### src/rtl/uart_tx_cfg.sv
// Configurable UART transmitter: small word FIFO feeding a framer that
// emits start, 5..9 data bits, optional parity and one or two stop bits.
module uart_tx_cfg #(
    parameter int CLK_DIV    = 434,
    parameter int DATA_BITS  = 8,
    parameter int PARITY     = 0,
    parameter int STOP_BITS  = 1,
    parameter int FIFO_DEPTH = 4
) (
    input  logic                 clk,
    input  logic                 rstn,
    input  logic                 start,
    input  logic [DATA_BITS-1:0] data,
    output logic                 tx,
    output logic                 ready,
    output logic                 busy,
    output logic                 drop
);

    localparam int AW = $clog2(FIFO_DEPTH);
    localparam int PB = (PARITY != 0) ? 1 : 0;
    localparam int N  = 1 + DATA_BITS + PB + STOP_BITS;
    localparam int CW = $clog2(CLK_DIV);
    localparam int BW = $clog2(N);

    typedef enum logic [1:0] {
        S_IDLE,
        S_LOAD,
        S_SEND
    } state_t;

    state_t r_state;
    state_t w_next;

    logic [DATA_BITS-1:0] r_mem [FIFO_DEPTH];
    logic [AW-1:0]        r_wptr;
    logic [AW-1:0]        r_rptr;
    logic [AW:0]          r_count;

    logic [N-1:0]  r_frame;
    logic [CW-1:0] r_baud;
    logic [BW-1:0] r_bitc;
    logic          r_tx;
    logic          r_busy;
    logic          r_drop;

    logic                 w_full;
    logic                 w_empty;
    logic                 w_push;
    logic                 w_pop;
    logic                 w_tick;
    logic                 w_last;
    logic                 w_par;
    logic [DATA_BITS-1:0] w_head;
    logic [N-1:0]         w_frame;

    assign w_full  = (int'(r_count) == FIFO_DEPTH);
    assign w_empty = (r_count == '0);
    assign w_push  = start & ~w_full;
    assign w_pop   = (r_state == S_LOAD);
    assign w_head  = r_mem[r_rptr];
    assign w_tick  = (r_state == S_SEND) && (int'(r_baud) == CLK_DIV - 1);
    assign w_last  = w_tick && (int'(r_bitc) == N - 1);
    assign w_par   = (PARITY == 2) ? ~(^w_head) : (^w_head);

    always_ff @(posedge clk) begin
        if (w_push) begin
            r_mem[r_wptr] <= data;
        end
    end

    // Fullness is judged before this edge's pop, so a simultaneous pop
    // never rescues a push into a full FIFO.
    always_ff @(posedge clk) begin
        if (!rstn) begin
            r_wptr  <= '0;
            r_rptr  <= '0;
            r_count <= '0;
        end else begin
            if (w_push) begin
                r_wptr <= r_wptr + 1'b1;
            end
            if (w_pop) begin
                r_rptr <= r_rptr + 1'b1;
            end
            unique case ({w_push, w_pop})
                2'b10:   r_count <= r_count + 1'b1;
                2'b01:   r_count <= r_count - 1'b1;
                default: r_count <= r_count;
            endcase
        end
    end

    always_comb begin
        w_frame                = '1;
        w_frame[0]             = 1'b0;
        w_frame[DATA_BITS:1]   = w_head;
        if (PARITY != 0) begin
            w_frame[DATA_BITS+1] = w_par;
        end
    end

    always_comb begin
        w_next = r_state;
        unique case (r_state)
            S_IDLE: if (!w_empty) w_next = S_LOAD;
            S_LOAD: w_next = S_SEND;
            S_SEND: begin
                if (w_last) begin
                    w_next = w_empty ? S_IDLE : S_LOAD;
                end
            end
            default: w_next = S_IDLE;
        endcase
    end

    always_ff @(posedge clk) begin
        if (!rstn) begin
            r_state <= S_IDLE;
            r_frame <= '1;
            r_baud  <= '0;
            r_bitc  <= '0;
            r_tx    <= 1'b1;
            r_busy  <= 1'b0;
            r_drop  <= 1'b0;
        end else begin
            r_state <= w_next;
            r_tx    <= (r_state == S_SEND) ? r_frame[0] : 1'b1;
            r_busy  <= (r_count != '0) || (r_state != S_IDLE);
            r_drop  <= start & w_full;
            if (r_state == S_LOAD) begin
                r_frame <= w_frame;
                r_baud  <= '0;
                r_bitc  <= '0;
            end else if (r_state == S_SEND) begin
                if (w_tick) begin
                    r_baud  <= '0;
                    r_bitc  <= r_bitc + 1'b1;
                    r_frame <= {1'b1, r_frame[N-1:1]};
                end else begin
                    r_baud <= r_baud + 1'b1;
                end
            end
        end
    end

    assign tx    = r_tx;
    assign ready = ~w_full;
    assign busy  = r_busy;
    assign drop  = r_drop;

endmodule

### config.mk
export PLATFORM = sky130hd
export DESIGN_NAME = uart_tx_cfg
export DESIGN_NICKNAME = d
export VERILOG_FILES = /design/src/rtl/uart_tx_cfg.sv
export SDC_FILE = /design/constraint.sdc
export NUM_CORES = 1
export LEC_CHECK = 0
export ABC_AREA = 0
export BUFFER_PORTS_ARGS = -buffer_cell sky130_fd_sc_hd__buf_2
export CAP_MARGIN = 20
export CORE_MARGIN = 4
export CORE_UTILIZATION = 54
export DETAILED_ROUTE_END_ITERATION = 8
export GPL_ROUTABILITY_DRIVEN = 0
export PLACE_DENSITY = 0.82
export SETUP_SLACK_MARGIN = 0.2
export SYNTH_ARGS = -nofsm -noshare
export SYNTH_HDL_FRONTEND = slang
export SYNTH_SLANG_ARGS = --single-unit
### constraint.sdc
create_clock -name clk -period 2.18 [get_ports clk]
set_clock_uncertainty 0.15 [all_clocks]
set_input_delay 0.218 -clock clk [delete_from_list [all_inputs] [get_ports clk]]
set_output_delay 0.218 -clock clk [all_outputs]
set_load 0.02 [all_outputs]
# --- Word-level counts from Yosys, hierarchy flattened ---
# Memories as Yosys holds them, arrays and structs flattened. A register that Yosys moved wholly into a read port is not among the register bits.
# Index checks and enable logic that the tools add are counted.
totals:
  input_bits: 11
  memories: 1
  ff_bits: 34
  ram_bits: 32
op_classes:
  n_reduce_logical: 15
  n_eq_ne: 9
  bitwise: 4
  addsub: 6
  muxes: 13
mem_list:
  columns: ["name", "words", "width", "rd", "rd_ports_with_merged_regs", "wr", "line", "source"]
  rows:
  - ["r_mem", 4, 8, 1, 1, 1, "35", "logic [DATA_BITS-1:0] r_mem [FIFO_DEPTH];"]
op_table:
  columns: ["op", "n"]
  rows:
  - ["2-to-1 mux 9 bit", 4]
  - ["adder 9 x 1 -> 9 bit (second input constant)", 1]
  - ["equality test 9 x 8 -> 1 bit (second input constant)", 1]
  - ["2-to-1 mux 2 bit", 4]
  - ["AND reduction 2 bit", 4]
  - ["nonzero test 2 bit", 4]
  - ["one-hot mux 2 bit (3 select lines)", 1]
  - ["one-hot mux 3 bit (2 select lines)", 1]
  - ["adder 2 x 1 -> 2 bit (second input constant)", 2]
  - ["adder 4 x 1 -> 4 bit (second input constant)", 1]
  - ["equality test 2 x 1 -> 1 bit (second input constant)", 2]
  - ["equality test 2 bit (second input constant)", 2]
  - ["equality test 4 bit (second input constant)", 1]
  - ["!= test 2 bit (second input constant)", 2]
  - ["adder 3 x 1 -> 3 bit (second input constant)", 1]
  - ["equality test 3 bit (second input constant)", 1]
  - ["logical NOT 3 bit", 1]
  - ["2-to-1 mux 1 bit", 3]
  - ["nonzero test 3 bit", 1]
  - ["subtractor 3 x 1 -> 3 bit (second input constant)", 1]
  - ["AND 1 bit", 2]
  - ["logical AND 1 bit", 2]
  - ["logical NOT 2 bit", 1]
  - ["inverter 1 bit", 2]
  - ["2 further kinds", 2]

# --- Logic depth before layout (Yosys ltp) ---
logic_depth:
  depth_word: 5
  ltp_mapped: 9

# --- Least setup slack after synthesis ---
# No wires, ideal clock.
synth_path:
  path_kind: "register to register"
  startpoint: "reg r_count[0]"
  endpoint: "reg r_count[2]"
  required_time_ns: 1.954
  n_path_buf: 1
  t_arrival_ns: 2.244
  slack_ns: -0.290
  stages_incl_launch_ff: 10
  cell_sequence: "dfxtp_1 or3b_1 clkbuf_1 nand2_1 ha_1 inv_1 fa_1 xor2_1 or3_1 a21boi_0"
synth_between:
  elab_chain_cells: 5
  elab_cells_between_ends: 9
  cone_classes: "add/sub: 2; eq/ne: 3; mux: 1; bitwise: 2; reduce/logical: 1"
synth_lines:
  columns: ["element", "line", "source"]
  rows:
  - ["start: declaration", "38", "logic [AW:0] r_count;"]
  - ["start signal: assignment", "87", "2'b10: r_count <= r_count + 1'b1;"]
  - ["start signal: assignment", "88", "2'b01: r_count <= r_count - 1'b1;"]
  - ["start signal: assignment", "89", "default: r_count <= r_count;"]
  - ["equality test 3 bit *", "57", "assign w_full = (int'(r_count) == FIFO_DEPTH);"]
  - ["inverter 1 bit *", null, null]
  - ["via ready", "15", "output logic ready,"]
  - ["AND 1 bit *", "59", "assign w_push = start & ~w_full;"]
  - ["equality test 2 x 1 -> 1 bit or equality test 2 bit (tied branches)", "86", "unique case ({w_push, w_pop})"]
  - ["one-hot mux 3 bit (2 select lines) or nonzero test 2 bit (tied branches)", null, null]
# The timed path passes the listed nets; every way through them passes the cells marked *.
# A chain may end at the register's enable or synchronous reset.

# --- Final worst setup path ---
layout_path:
  startpoint: "reg r_count[1]"
  endpoint: "reg r_count[2]"
layout_between:
  elab_chain_cells: 5
  elab_cells_between_ends: 9
  cone_classes: "add/sub: 2; eq/ne: 3; mux: 1; bitwise: 2; reduce/logical: 1"
layout_lines:
  columns: ["element", "line"]
  rows:
  - ["equality test 3 bit", "57"]
  - ["inverter 1 bit", "59"]
  - ["AND 1 bit", "59"]
  - ["equality test 2 x 1 -> 1 bit or equality test 2 bit (tied branches)", "86"]
  - ["one-hot mux 3 bit (2 select lines) or nonzero test 2 bit (tied branches)", null]
# Parallel ways exist; a longest one is shown, timed or not.

==> flow_metrics.tcl <==
set metrics [dict create \
    grt.total_usage_pct 17.5 \
    r2r_slack_ps 70 \
    ioPinCount 15 \
    ant_nets 0 \
    synth_top_cell_area_share_pct 32.5 \
    whs_endpoint "r_frame[8]" \
    cap_violations 0 \
    cts.sink_count 68 \
    clk_latency_ps 340 \
    layout_common_cells "dfxtp_1 (32), edfxtp_1 (32), nand2_1 (16), nor2_1 (16), buf_2 (14)" \
    clk_pin_slew_ps 70 \
    synth_top_family_by_area "simple AND/OR/NAND/NOR gates" \
    diodes 0 \
    antenna_found_initial 0 \
    cp_slowest_cell "or3b_4" \
    cp.depth 8 \
    ys_ff_latch 68 \
    clockBufferDepth 2 \
    path_buf_inv 1 \
    endpoint_kind "register" \
    busiest_layer "met2" \
    syn2layout_area_growth_pct 16.6 \
    routed_wl_um 4850 \
    die_area_um2 6730 \
    grt_max_degree 18 \
    synth_mux_area_share_pct 10.0 \
    max_freq_ghz 0.474 \
    hp-class "in2reg" \
    worst_pin_slew_ps 481 \
    synth-seq-area-share_pct 56.8 \
    synth-compound-area-share_pct 4.69 \
    grt_pass1_wl_um 8620 \
    syn-instance-count 231 \
    syn-cell-area_um2 2960 \
    slew_headroom_pct 67.9 \
    start_kind "register" \
    rsz0062_at_grt "yes" \
    core_area_um2 5200 \
    critPathMaxStageDelay_ps 410 \
    utilization_pct 66.3 \
    r2r_end "r_count[2]" \
    crit_type "reg2reg" \
    min_period_ps 2110 \
    pre_cts_ws_ps 0.586 \
    p_total_mw 3.61 \
    path_cells "or3b_4 > nand2_4 > ha_4 > inv_2 > fa_2 > xor2_1 > or3_1 > a21boi_1" \
    synth_simple_gate_area_share_pct 14.1 \
    vias_per_cell 5.23 \
    fin_ws_ps 71.3 \
    h-tree-depth 3 \
    first_pass_iters 4 \
    die_width_um 82.0 \
    grt_use_met2_pct 29.3 \
    use_met3_pct 8.00 \
    cts_tree "built" \
    min_from "rstn" \
    yosysTopAreaCell "edfxtp_1" \
    power_density_nw_per_um2 1050 \
    ir_drop_mv 0.640 \
    first_iter_violations 55 \
    syn_area_per_cell_um2 12.8 \
    grt_pass1_vias 1843 \
    yosys_warnings 0 \
    critPathRequiredTime_ps 2300 \
    fin_crit_sh_pct 96.7 \
    cts_buffers 9 \
    r2r_cells 8 \
    hold_violations 0 \
    synth_cell_types 42 \
    leakage_nw 1.25 \
    nNetsFinal 289 \
    ys_top_cells_by_area "edfxtp_1 (32%), dfxtp_1 (24%), mux4_2 (6.1%)" \
    setup_violations 0 \
    holdWs_ps 44.3 \
    critPathArrivalTime_ps 2230 \
    io_buffers 14 \
    met1_usage_pct 20.3 \
    status "complete, no violations" \
    vias 1767 \
    globalRoute.totalOverflow 0 \
    die_h_um 82.0 \
    cp_max_fo 2 \
    syn_nets 257 \
    n_fill_cell 386 \
    dpl.hpwl_um 3170 \
    r2r_start "r_count[1]" \
    post_dp_cell_area_um2 3130 \
    tns_ps 0 \
    synth-xor-area-share_pct 4.44 \
    rows 26 \
    drive_gt1_share_pct 25.0 \
    cpLargestDelayFamily "simple AND/OR/NAND/NOR gates" \
    drc 0 \
    fin_cells 338 \
    finalMaxSlewViolations 0 \
    initial_core_util_pct 56.9 \
    place_inst 311 \
    cts_root_buf "clkbuf_8" \
    fin_area_um2 3450 \
    wl_per_cell_um 14.3 \
    synth_fa_ha_area_share_pct 6.59 \
    holdPathStages 2 \
]
## synth_stat cells
cell       n
fa_1       1
o21ai_0    3
o221ai_1   1
ha_1      14
a21oi_1    3
buf_6      2
o22ai_2    1
nor3b_1    5
nand3b_1   1
and4bb_4   1
nand2b_1   1
mux4_2     8
and4b_1    1
clkbuf_1   5
nand3_1    3
mux2_2     1
or2b_1     1
and3_1     5
nor3_1     3
nand3_2    1
and2_1     8
nand4_1    4
xor2_1     8
nor2b_1    2
buf_2      2
edfxtp_1  32
a21boi_0   2
a41o_4     1
or3_1      1
dfxtp_1   36
nor3b_2    2
xnor2_1    7
inv_1     11
and3b_1    1
mux2_4     1
nand2_1   17
a31oi_1    7
or3b_1     1
a211oi_1   1
buf_4      1
mux2i_1    9
nor2_1    16
## what timing repair did
item | in CTS | in global routing
hold buffers | 9 | 0
endpoints found under the hold margin | 33 | 0
gates resized for setup | 1 | 11
pin swaps | 3 | 4
setup endpoints to repair | 2 | 16
setup buffers | 1 | 1
## flip-flops by register name (all words and copies together), names as in the netlist, named ones only
name	cells
r_wptr	2
r_count	3
r_bitc	4
r_mem	32
r_baud	9
r_rptr	2
tx	1
busy	1
r_frame	9
r_state	2
drop	1
## worst max path at each step
stage / startpoint / endpoint / slack [ps]
after floorplan: r_count[1] / r_count[2] / 9
final: r_count[1] / r_count[2] / 70
after CTS: r_count[2] / r_count[2] / 30
after detailed placement: r_count[1] / r_count[2] / 0.6
after global placement: r_count[1] / r_count[2] / 70
after global routing: r_count[1] / r_count[2] / -10
## metal layers
layer	vias up	routed length, um
li1	885	-
met1	847	2140
met2	30	2400
met3	5	266
met4	0	40
met5	-	0
## worst reg2reg max path: stages, from the launching register on
cell and delay, ps:
dfxtp_2 320, or3b_4 410, nand2_4 80, ha_4 130, inv_2 30, fa_2 320, xor2_1 150, or3_1 300
a21boi_1 130
## report_power, final
part / switching [mW] / leakage [nW] / internal [mW] / total (mW)
Combinational: 0.529 / 0.580 / 0.503 / 1.03
Clock: 0.460 / 0.0870 / 0.523 / 0.983
Sequential: 0.0849 / 0.588 / 1.51 / 1.59
Total: 1.07 / 1.25 / 2.54 / 3.61
## cells by family after synthesis
| family | Yosys count |
|---|---|
| xor+xnor | 15 |
| flops | 68 |
| mux | 19 |
| compound gates | 19 |
| fa+ha+maj | 15 |
| buf+inv | 21 |
| simple gates | 74 |
## layout make-up
class	instances	area [um^2]	area share [%]
flip-flops and latches	68	1690	48.9
multi-input cells	142	1230	35.7
repair buffers	31	220	6.38
clock buffers	11	131	3.81
well taps	70	87.6	2.54
clock inverters	5	53.8	1.56
inverters	11	41.3	1.20
(Power assumes the default switching activity.)
